==> src/rtl/mem_port_arbiter.sv <==
// Arbiter sharing memory port B between the CPU data path (requester 0) and
// the loader/DMA (requester 1). One access per cycle, run-length-limited
// priority so a busy requester cannot starve the other, and read data
// routed back to the issuer one cycle after the grant.
module mem_port_arbiter #(
    parameter int ADDR_W    = 14,
    parameter int DATA_W    = 16,
    parameter int MAX_BURST = 4
) (
    input  logic              clk,
    input  logic              reset,
    input  logic              r0_req,
    input  logic              r0_we,
    input  logic [ADDR_W-1:0] r0_addr,
    input  logic [DATA_W-1:0] r0_wdata,
    output logic              r0_gnt,
    output logic              r0_rvalid,
    output logic [DATA_W-1:0] r0_rdata,
    input  logic              r1_req,
    input  logic              r1_we,
    input  logic [ADDR_W-1:0] r1_addr,
    input  logic [DATA_W-1:0] r1_wdata,
    output logic              r1_gnt,
    output logic              r1_rvalid,
    output logic [DATA_W-1:0] r1_rdata,
    output logic              mem_we,
    output logic [ADDR_W-1:0] mem_addr,
    output logic [DATA_W-1:0] mem_din,
    input  logic [DATA_W-1:0] mem_dout
);

    localparam int CNT_W = $clog2(MAX_BURST + 1);
    localparam logic [CNT_W-1:0] CNT_MAX = CNT_W'(MAX_BURST);

    logic             last_gnt_reg, last_gnt_next;
    logic [CNT_W-1:0] run_cnt_reg, run_cnt_next;
    logic             rd_pend_reg, rd_pend_next;
    logic             rd_id_reg, rd_id_next;

    logic             gnt_any;
    logic             winner;
    logic             sel_we;
    logic [1:0]       gnt_vec;
    logic [1:0]       rvalid_vec;
    logic [DATA_W-1:0] rdata_vec [2];

    // Pick the winner for this cycle; reset suppresses every grant.
    always_comb begin
        gnt_any = 1'b0;
        winner  = 1'b0;
        if (!reset) begin
            if (r0_req && r1_req) begin
                gnt_any = 1'b1;
                winner  = (run_cnt_reg < CNT_MAX) ? last_gnt_reg : ~last_gnt_reg;
            end else if (r0_req) begin
                gnt_any = 1'b1;
                winner  = 1'b0;
            end else if (r1_req) begin
                gnt_any = 1'b1;
                winner  = 1'b1;
            end
        end
    end

    // Steer the winner's command onto the memory port; idle port drives zeros.
    always_comb begin
        sel_we   = winner ? r1_we : r0_we;
        mem_we   = 1'b0;
        mem_addr = '0;
        mem_din  = '0;
        if (gnt_any) begin
            mem_we   = sel_we;
            mem_addr = winner ? r1_addr : r0_addr;
            mem_din  = winner ? r1_wdata : r0_wdata;
        end
    end

    // Per-requester grant and read-return decode.
    generate
        for (genvar gi = 0; gi < 2; gi++) begin : g_req
            assign gnt_vec[gi]    = gnt_any && (winner == gi[0]);
            assign rvalid_vec[gi] = rd_pend_reg && (rd_id_reg == gi[0]);
            assign rdata_vec[gi]  = rvalid_vec[gi] ? mem_dout : '0;
        end
    endgenerate

    assign r0_gnt    = gnt_vec[0];
    assign r1_gnt    = gnt_vec[1];
    assign r0_rvalid = rvalid_vec[0];
    assign r1_rvalid = rvalid_vec[1];
    assign r0_rdata  = rdata_vec[0];
    assign r1_rdata  = rdata_vec[1];

    // Run-length bookkeeping and read-return tracking for the next cycle.
    always_comb begin
        last_gnt_next = last_gnt_reg;
        run_cnt_next  = run_cnt_reg;
        rd_pend_next  = 1'b0;
        rd_id_next    = rd_id_reg;
        if (gnt_any) begin
            if (winner == last_gnt_reg) begin
                run_cnt_next = (run_cnt_reg < CNT_MAX) ? run_cnt_reg + 1'b1 : run_cnt_reg;
            end else begin
                last_gnt_next = winner;
                run_cnt_next  = CNT_W'(1);
            end
            rd_pend_next = ~sel_we;
            rd_id_next   = winner;
        end
    end

    // State registers; reset leaves requester 1 "saturated" so requester 0
    // wins the first contested cycle.
    always_ff @(posedge clk) begin
        if (reset) begin
            last_gnt_reg <= 1'b1;
            run_cnt_reg  <= CNT_MAX;
            rd_pend_reg  <= 1'b0;
            rd_id_reg    <= 1'b0;
        end else begin
            last_gnt_reg <= last_gnt_next;
            run_cnt_reg  <= run_cnt_next;
            rd_pend_reg  <= rd_pend_next;
            rd_id_reg    <= rd_id_next;
        end
    end

endmodule
==> config.mk <==
export PLATFORM = sky130hd
export DESIGN_NAME = mem_port_arbiter
export DESIGN_NICKNAME = d
export VERILOG_FILES = /design/src/rtl/mem_port_arbiter.sv
export SDC_FILE = /design/constraint.sdc
export NUM_CORES = 1
export LEC_CHECK = 0
export BUFFER_PORTS_ARGS = -buffer_cell sky130_fd_sc_hd__buf_2
export CAP_MARGIN = 10
export CELL_PAD_IN_SITES_DETAIL_PLACEMENT = 1
export CELL_PAD_IN_SITES_GLOBAL_PLACEMENT = 1
export CORE_UTILIZATION = 18
export DETAILED_ROUTE_END_ITERATION = 16
export MAX_ROUTING_LAYER = met4
export PLACE_DENSITY_LB_ADDON = 0.25
export SYNTH_ARGS = -nofsm -noshare
export SYNTH_HDL_FRONTEND = slang
export SYNTH_SLANG_ARGS = --single-unit
==> constraint.sdc <==
create_clock -name clk -period 1.9 [get_ports clk]
set_clock_uncertainty 0.05 [all_clocks]
set_input_delay 0.095 -clock clk [delete_from_list [all_inputs] [get_ports clk]]
set_output_delay 0.095 -clock clk [all_outputs]
set_load 0.02 [all_outputs]
==> results of run 1 <==
## layer usage
layer | track usage, % | part of all wire, %
met1 | 19.2 | 43
met3 | 2.44 | 7.8
met4 | 5.00 | 0.61
met2 | 25.6 | 48
met5 | - | 0
## power groups by stage
stage / sequential, W / clock (W) / combinational (W)
3_5_place_dp: 0.000158 / 0 / 0.000513
4_1_cts: 0.000157 / 0.000200 / 0.000515
3_3_place_gp: 0.000158 / 0 / 0.000512
6_report: 0.000157 / 0.000192 / 0.000510
2_1_floorplan: 0.000148 / 0 / 0.000307
5_1_grt: 0.000159 / 0.000207 / 0.000552
## cell usage in the layout, fill, tap and decap left out
master	n
a22o_2	7
o21ai_0	2
buf_2	148
o211ai_1	16
a211o_1	2
a31o_2	2
and3_1	16
mux2i_1	2
xnor2_4	1
a211oi_4	2
a22o_1	16
buf_4	9
or2_2	1
a2111oi_0	1
nand2_1	2
clkbuf_8	3
buf_12	2
nor2b_1	1
a21oi_1	13
xor2_4	1
o32ai_1	1
dfxtp_2	2
nor2_1	1
dfxtp_1	4
and2_1	17
ha_1	1
inv_1	5
nand2b_1	1
## cell type report
type	count	area, µm²
Timing Repair Buffer	159	848
Fill cell	727	3630
Sequential cell	6	123
Tap cell	72	90.1
Inverter	5	18.8
Multi-Input combinational cell	106	822
Clock buffer	3	41.3
## timing repair
action | 4_1_cts | 5_1_grt
buffers inserted | 0 | 0
setup endpoints to repair | 23 | 11
resized for setup | 1 | 1
## how the worst min path moves through the flow
| stage | start | end | cells after the start |
|---|---|---|---|
| final | r0_we | rd_pend_reg$_SDFF_PP0_ | 3 |
| after CTS | r0_we | rd_pend_reg$_SDFF_PP0_ | 3 |
| after detailed placement | r0_we | rd_pend_reg$_SDFF_PP0_ | 3 |
| after floorplan | reset | run_cnt_reg[1]$_SDFFE_PP0P_ | 1 |
| after global routing | r0_we | rd_pend_reg$_SDFF_PP0_ | 3 |
| after global placement | r0_we | rd_pend_reg$_SDFF_PP0_ | 3 |
## per-stage QoR
stage	utilization (%)	cell area (µm²)
3_5_place_dp	34.1	1900
5_1_grt	34.9	1940
6_report	34.9	1940
4_1_cts	34.8	1940
3_3_place_gp	34.1	1900
2_1_floorplan	-	1050
## worst min-delay path, cell delays in order
cell	delay, ns
buf_2	0.09
a211o_1	0.09
a21oi_1	0.06
## cells by family after synthesis
family                     share of synthesized area (%)
AOI/OAI and AO/OA                                   47.4
and+or+nand+nor                                     22.5
buffers and inverters                               10.4
DFF                                                 11.4
xor gates and xnor gates                            5.24
muxes                                               1.90
adders and majority gates                           1.19
==> summary.md, run 1 <==
| Metric | Value |
|---|---|
| Avg Inst Size Synth | `8.02 µm²` |
| Final setup vio count | `0` |
| DRC | `0` |
| Crit-path max cell delay | `0.49 ns` |
| Final TNS setup | `0 ns` |
| Pre-CTS setup slack | `0.147 ns` |
| Via count | `1568` |
| Root Buffer | `clkbuf_8` |
| Num CTS Buffers | `3` |
| Buffers on Ports | `148` |
| Leak | `1.16 nW` |
| Nets | `364` |
| Setup WS post-layout | `0.107 ns` |
| Largest register FFs | `3` |
| Routed len/inst | `14.0 µm` |
| CP delay by family, top | `flip-flops` |
| Chip width | `78.4 µm` |
| Fin crit period | `1.79 ns` |
| CTS clk-pin slew, worst paths | `0.04 ns` |
| Starting density of the core | `18.9%` |
| Worst Setup Start Kind | `flop` |
| Final period utilization | `94.4%` |
| Worst Path Arrival | `1.65 ns` |
| Max cap viols | `0` |
| Most frequent cell after synthesis | `and2_1` |
| GPL Wtd Cong | `0.742` |
| Pins Over Slew Limit | `0` |
| Worst-path fanout max | `25` |
| Initial antenna violation count | `0` |
| Sw Share | `41.4%` |
| Req. time, crit path | `1.75 ns` |
| Most common flop cell mapped by yosys | `dfxtp_1` |
| I/O pins | `149` |
| Die Y | `78.4 µm` |
| Netlist cell types | `28` |
| CP Launch Point | `run_cnt_reg[2]$_SDFFE_PP1P_` |
| Ratio of cells with drive above 1 in the final layout | `63.8%` |
| Core area | `5570 µm²` |
| Syn nets | `214` |
| Critical path cell sequence | `xnor2_4 > a211oi_4 > buf_12 > a22o_1 > buf_2` |
| Largest net degree at the start of global routing | `26` |
| Synth cell count leaders | `17 x and2_1, 16 x a22o_1, 16 x and3_1, 16 x o211ai_1, 13 x a21oi_1` |
| Total power after layout | `0.000859 W` |
| GRT overflow | `0` |
| Placed insts | `348` |
| Pwr/cell area | `442 nW/µm²` |
| Setup slack, reg-to-reg | `0.48 ns` |
| CP endpoint kind | `primary output` |
| Yosys warnings | `0` |
| Register area share after synthesis | `11.4%` |
| RR Endpoint | `run_cnt_reg[0]$_SDFFE_PP0P_` |
| Dpl hpwl | `4.00 mm` |
| EDFF count, synth | `0` |
| Antenna-violating nets left | `0` |
| Worst Setup EP | `mem_din[1]` |
| Worst R2R Start | `last_gnt_reg$_SDFFE_PP1P_` |
| Clock buffer depth | `2` |
| Actual slew at the worst max-slew pin | `0.393 ns` |
| Clock H-tree levels | `1` |
| Via/cell ratio | `4.47` |
| Vias in the first global route | `1468` |
| Hold WS | `0.129 ns` |
| Mapped Cells | `131` |
| Die area | `6150 µm²` |
| Antenna cells | `0` |
| RSZ-0062 raised after global routing | `false` |
| Top cells by area, synth | `a22o_1 13%, dfxtp_1 11%, o211ai_1 11%` |
| Hold WC Path Type | `in2reg` |
| Hold Buf Count CTS | `0` |
| Count of non-filler cells in the finished layout | `351` |
| VDD IR max | `0.135 mV` |
| Crit path kind | `reg2out` |
| Clk sink count | `6` |
| Sequential Power Share | `18.3%` |
| First-pass GRT wire length | `7.46 mm` |
| Worst R2R Path Depth | `4` |
| DR pass1 iterations | `4` |
| Total stage count of the critical path | `5` |
| Crit-path slowest cell | `dfxtp_2` |
| Status | `finished, final reports clean` |
| WL final | `4.90 mm` |
| Max frequency | `558 MHz` |
| Std cell rows | `27` |
| Combinational share of power | `59.4%` |
| Most area-hungry cell type in the Yosys netlist | `a22o_1` |
| Power Internal | `0.000503 W` |
| Slew HR | `73.1%` |
| Post-synth ARST share | `0%` |
| Top-area cell type share of the netlist area | `13.3%` |
| CTS tree | `yes` |
| Clock latency on the worst-skew pair | `0.22 ns` |
| Synthesis-to-layout area growth | `84.9%` |
| Cell Area, Synth | `1050 µm²` |
| Buf/Inv on CP | `2` |
| Clock share of power | `22.3%` |
| Final Hold Fails | `0` |
| GR Util All Layers | `15.5%` |
| FF+latch count, synth | `6` |
| Sw Pwr | `0.000356 W` |
| Iteration-0 DRC Markers | `32` |
No activity file was read; power rests on OpenSTA's default activity.
==> run 2: changes to the inputs <==
Settings changed: BUFFER_PORTS_ARGS -buffer_cell sky130_fd_sc_hd__buf_2 to -buffer_cell sky130_fd_sc_hd__clkbuf_2, CELL_PAD_IN_SITES_GLOBAL_PLACEMENT 1 to 2, CORE_UTILIZATION 18 to 13, GPL_TIMING_DRIVEN from default to 0.
==> summary.md, run 2 (same netlist as run 1, synthesis figures left out) <==
| Metric | Value |
|---|---|
| Chip width | `91.9 µm` |
| I/O pins | `149` |
| CP endpoint kind | `primary output` |
| Worst Setup Start Kind | `flop` |
| Fill count | `986` |
| Max cap viols | `0` |
| Pins Over Slew Limit | `0` |
| Crit path kind | `reg2out` |
| Count of non-filler cells in the finished layout | `387` |
| First-pass GRT wire length | `8.30 mm` |
| Hold Buf Count CTS | `0` |
| Root Buffer | `clkbuf_8` |
| Core area | `7770 µm²` |
| Final Hold Fails | `0` |
| Buffers on Ports | `147` |
| WL final | `5.29 mm` |
| Die area | `8450 µm²` |
| Commonest non-fill, non-tap cell in the layout | `clkbuf_2` |
| Via count | `1659` |
| Fin crit period | `1.81 ns` |
| GPL Wtd Cong | `0.668` |
| Vias in the first global route | `1663` |
| Most frequent cells in the layout | `148 x clkbuf_2, 17 x and2_1, 16 x a22o_1, 16 x and3_1, 16 x o211ai_1` |
| Die Y | `91.9 µm` |
| RR Endpoint | `rd_pend_reg$_SDFF_PP0_` |
| Num CTS Buffers | `3` |
| Clk sink count | `6` |
| Antenna-violating nets left | `0` |
| Antenna cells | `0` |
| Largest net degree at the start of global routing | `11` |
| Worst-path fanout max | `10` |
| GR Util All Layers | `12.4%` |
| Initial antenna violation count | `0` |
| Setup slack, reg-to-reg | `0.53 ns` |
| Placed insts | `380` |
| Final setup vio count | `0` |
| Max frequency | `553 MHz` |
| Beginning of the worst hold path | `r0_we` |
| GRT overflow | `0` |
| Final Core Density | `25.6%` |
| Leak | `1.14 nW` |
| Largest register FFs | `3` |
| Hold WC Path Type | `in2reg` |
| Worst R2R Path Depth | `5` |
| Ratio of cells with drive above 1 in the final layout | `62.5%` |
| CTS clk-pin slew, worst paths | `0.04 ns` |
| Std cell rows | `32` |
| VDD IR max | `0.124 mV` |
| Req. time, crit path | `1.75 ns` |
| Worst Setup EP | `mem_din[4]` |
| Final TNS setup | `0 ns` |
| Pwr/cell area | `435 nW/µm²` |
| Clock latency on the worst-skew pair | `0.22 ns` |
| Nets | `370` |
| Post-route cell area | `1990 µm²` |
| Final period utilization | `95.1%` |
| Synthesis-to-layout area growth | `89.5%` |
| CTS tree | `yes` |
| Dpl hpwl | `4.49 mm` |
| Clock buffer depth | `2` |
| Starting density of the core | `13.5%` |
| Worst R2R Start | `last_gnt_reg$_SDFFE_PP1P_` |
| Via/cell ratio | `4.29` |
| DR pass1 iterations | `4` |
| Actual slew at the worst max-slew pin | `0.513 ns` |
| DRC | `0` |
| Worst Path Arrival | `1.66 ns` |
| RSZ-0062 raised after global routing | `false` |
| CP Launch Point | `last_gnt_reg$_SDFFE_PP1P_` |
| Iteration-0 DRC Markers | `20` |
| Routed len/inst | `13.7 µm` |
| Placed Area | `1910 µm²` |
| Clock H-tree levels | `1` |
| Slew HR | `65.8%` |
| Status | `finished, final reports clean` |
[run 2: cell count changes in the layout (fill, tap and decap cells not counted), sizes merged]
| cell | delta |
|---|---|
| clkbuf | +152 |
| buf | -146 |
[run 2: layout make-up]
class	count	area, µm²	share of cell area [%]
inverters	5	18.8	0.942
multi-input cells	106	825	41.4
clock buffers	3	41.3	2.07
well taps	102	128	6.41
flip-flops and latches	6	120	6.03
repair buffers	151	766	38.4
plain buffers	14	93.8	4.71
[run 2: stage by stage]
stage | setup slack (ns) | hold slack [ns] | total power, W
after floorplan | 0.243 | 0.162 | 0.000455
after global placement | 0.0378 | 0.368 | 0.000666
after detailed placement | 0.0528 | 0.358 | 0.000663
after CTS | 0.0372 | 0.120 | 0.000882
after global routing | 0.0114 | 0.171 | 0.000927
final | 0.0923 | 0.137 | 0.000866
[run 2: power breakdown]
| part | internal (W) | switching, W |
|---|---|---|
| sequential | 0.000138 | 0.0000126 |
| clock | 0.000136 | 0.0000561 |
| combinational | 0.000228 | 0.000295 |
| total | 0.000502 | 0.000364 |
[run 2: worst max-delay path, cell delays in order (launching register included)]
cell,delay [ns]
dfxtp_1,0.30
buf_6,0.14
xor2_4,0.20
a211oi_4,0.26
buf_4,0.22
a22o_1,0.14
clkbuf_2,0.18
[run 2: layer usage]
metal	global-route usage (%)	vias up	share of wire, %
li1	-	814	-
met1	14.7	754	43
met2	21.5	85	48
met3	1.74	6	7.4
met4	3.91	0	1.5
met5	-	-	0
[run 2: how the worst min path moves through the flow]
| stage | endpoint | slack (ns) | cells past startpoint |
|---|---|---|---|
| 4_1_cts | rd_pend_reg$_SDFF_PP0_ | 0.12 | 3 |
| 3_5_place_dp | rd_pend_reg$_SDFF_PP0_ | 0.36 | 3 |
| 5_1_grt | rd_pend_reg$_SDFF_PP0_ | 0.17 | 3 |
| 2_1_floorplan | run_cnt_reg[1]$_SDFFE_PP0P_ | 0.16 | 1 |
| 3_3_place_gp | rd_pend_reg$_SDFF_PP0_ | 0.37 | 3 |
| 6_report | rd_pend_reg$_SDFF_PP0_ | 0.14 | 3 |
[run 2: repair_timing]
| item | in CTS | in global routing |
|---|---|---|
| endpoints found under the setup margin | 32 | 9 |
| cloned | 0 | 0 |
| setup buffers | 4 | 0 |
| pin swaps | 4 | 0 |
| resized for setup | 2 | 2 |
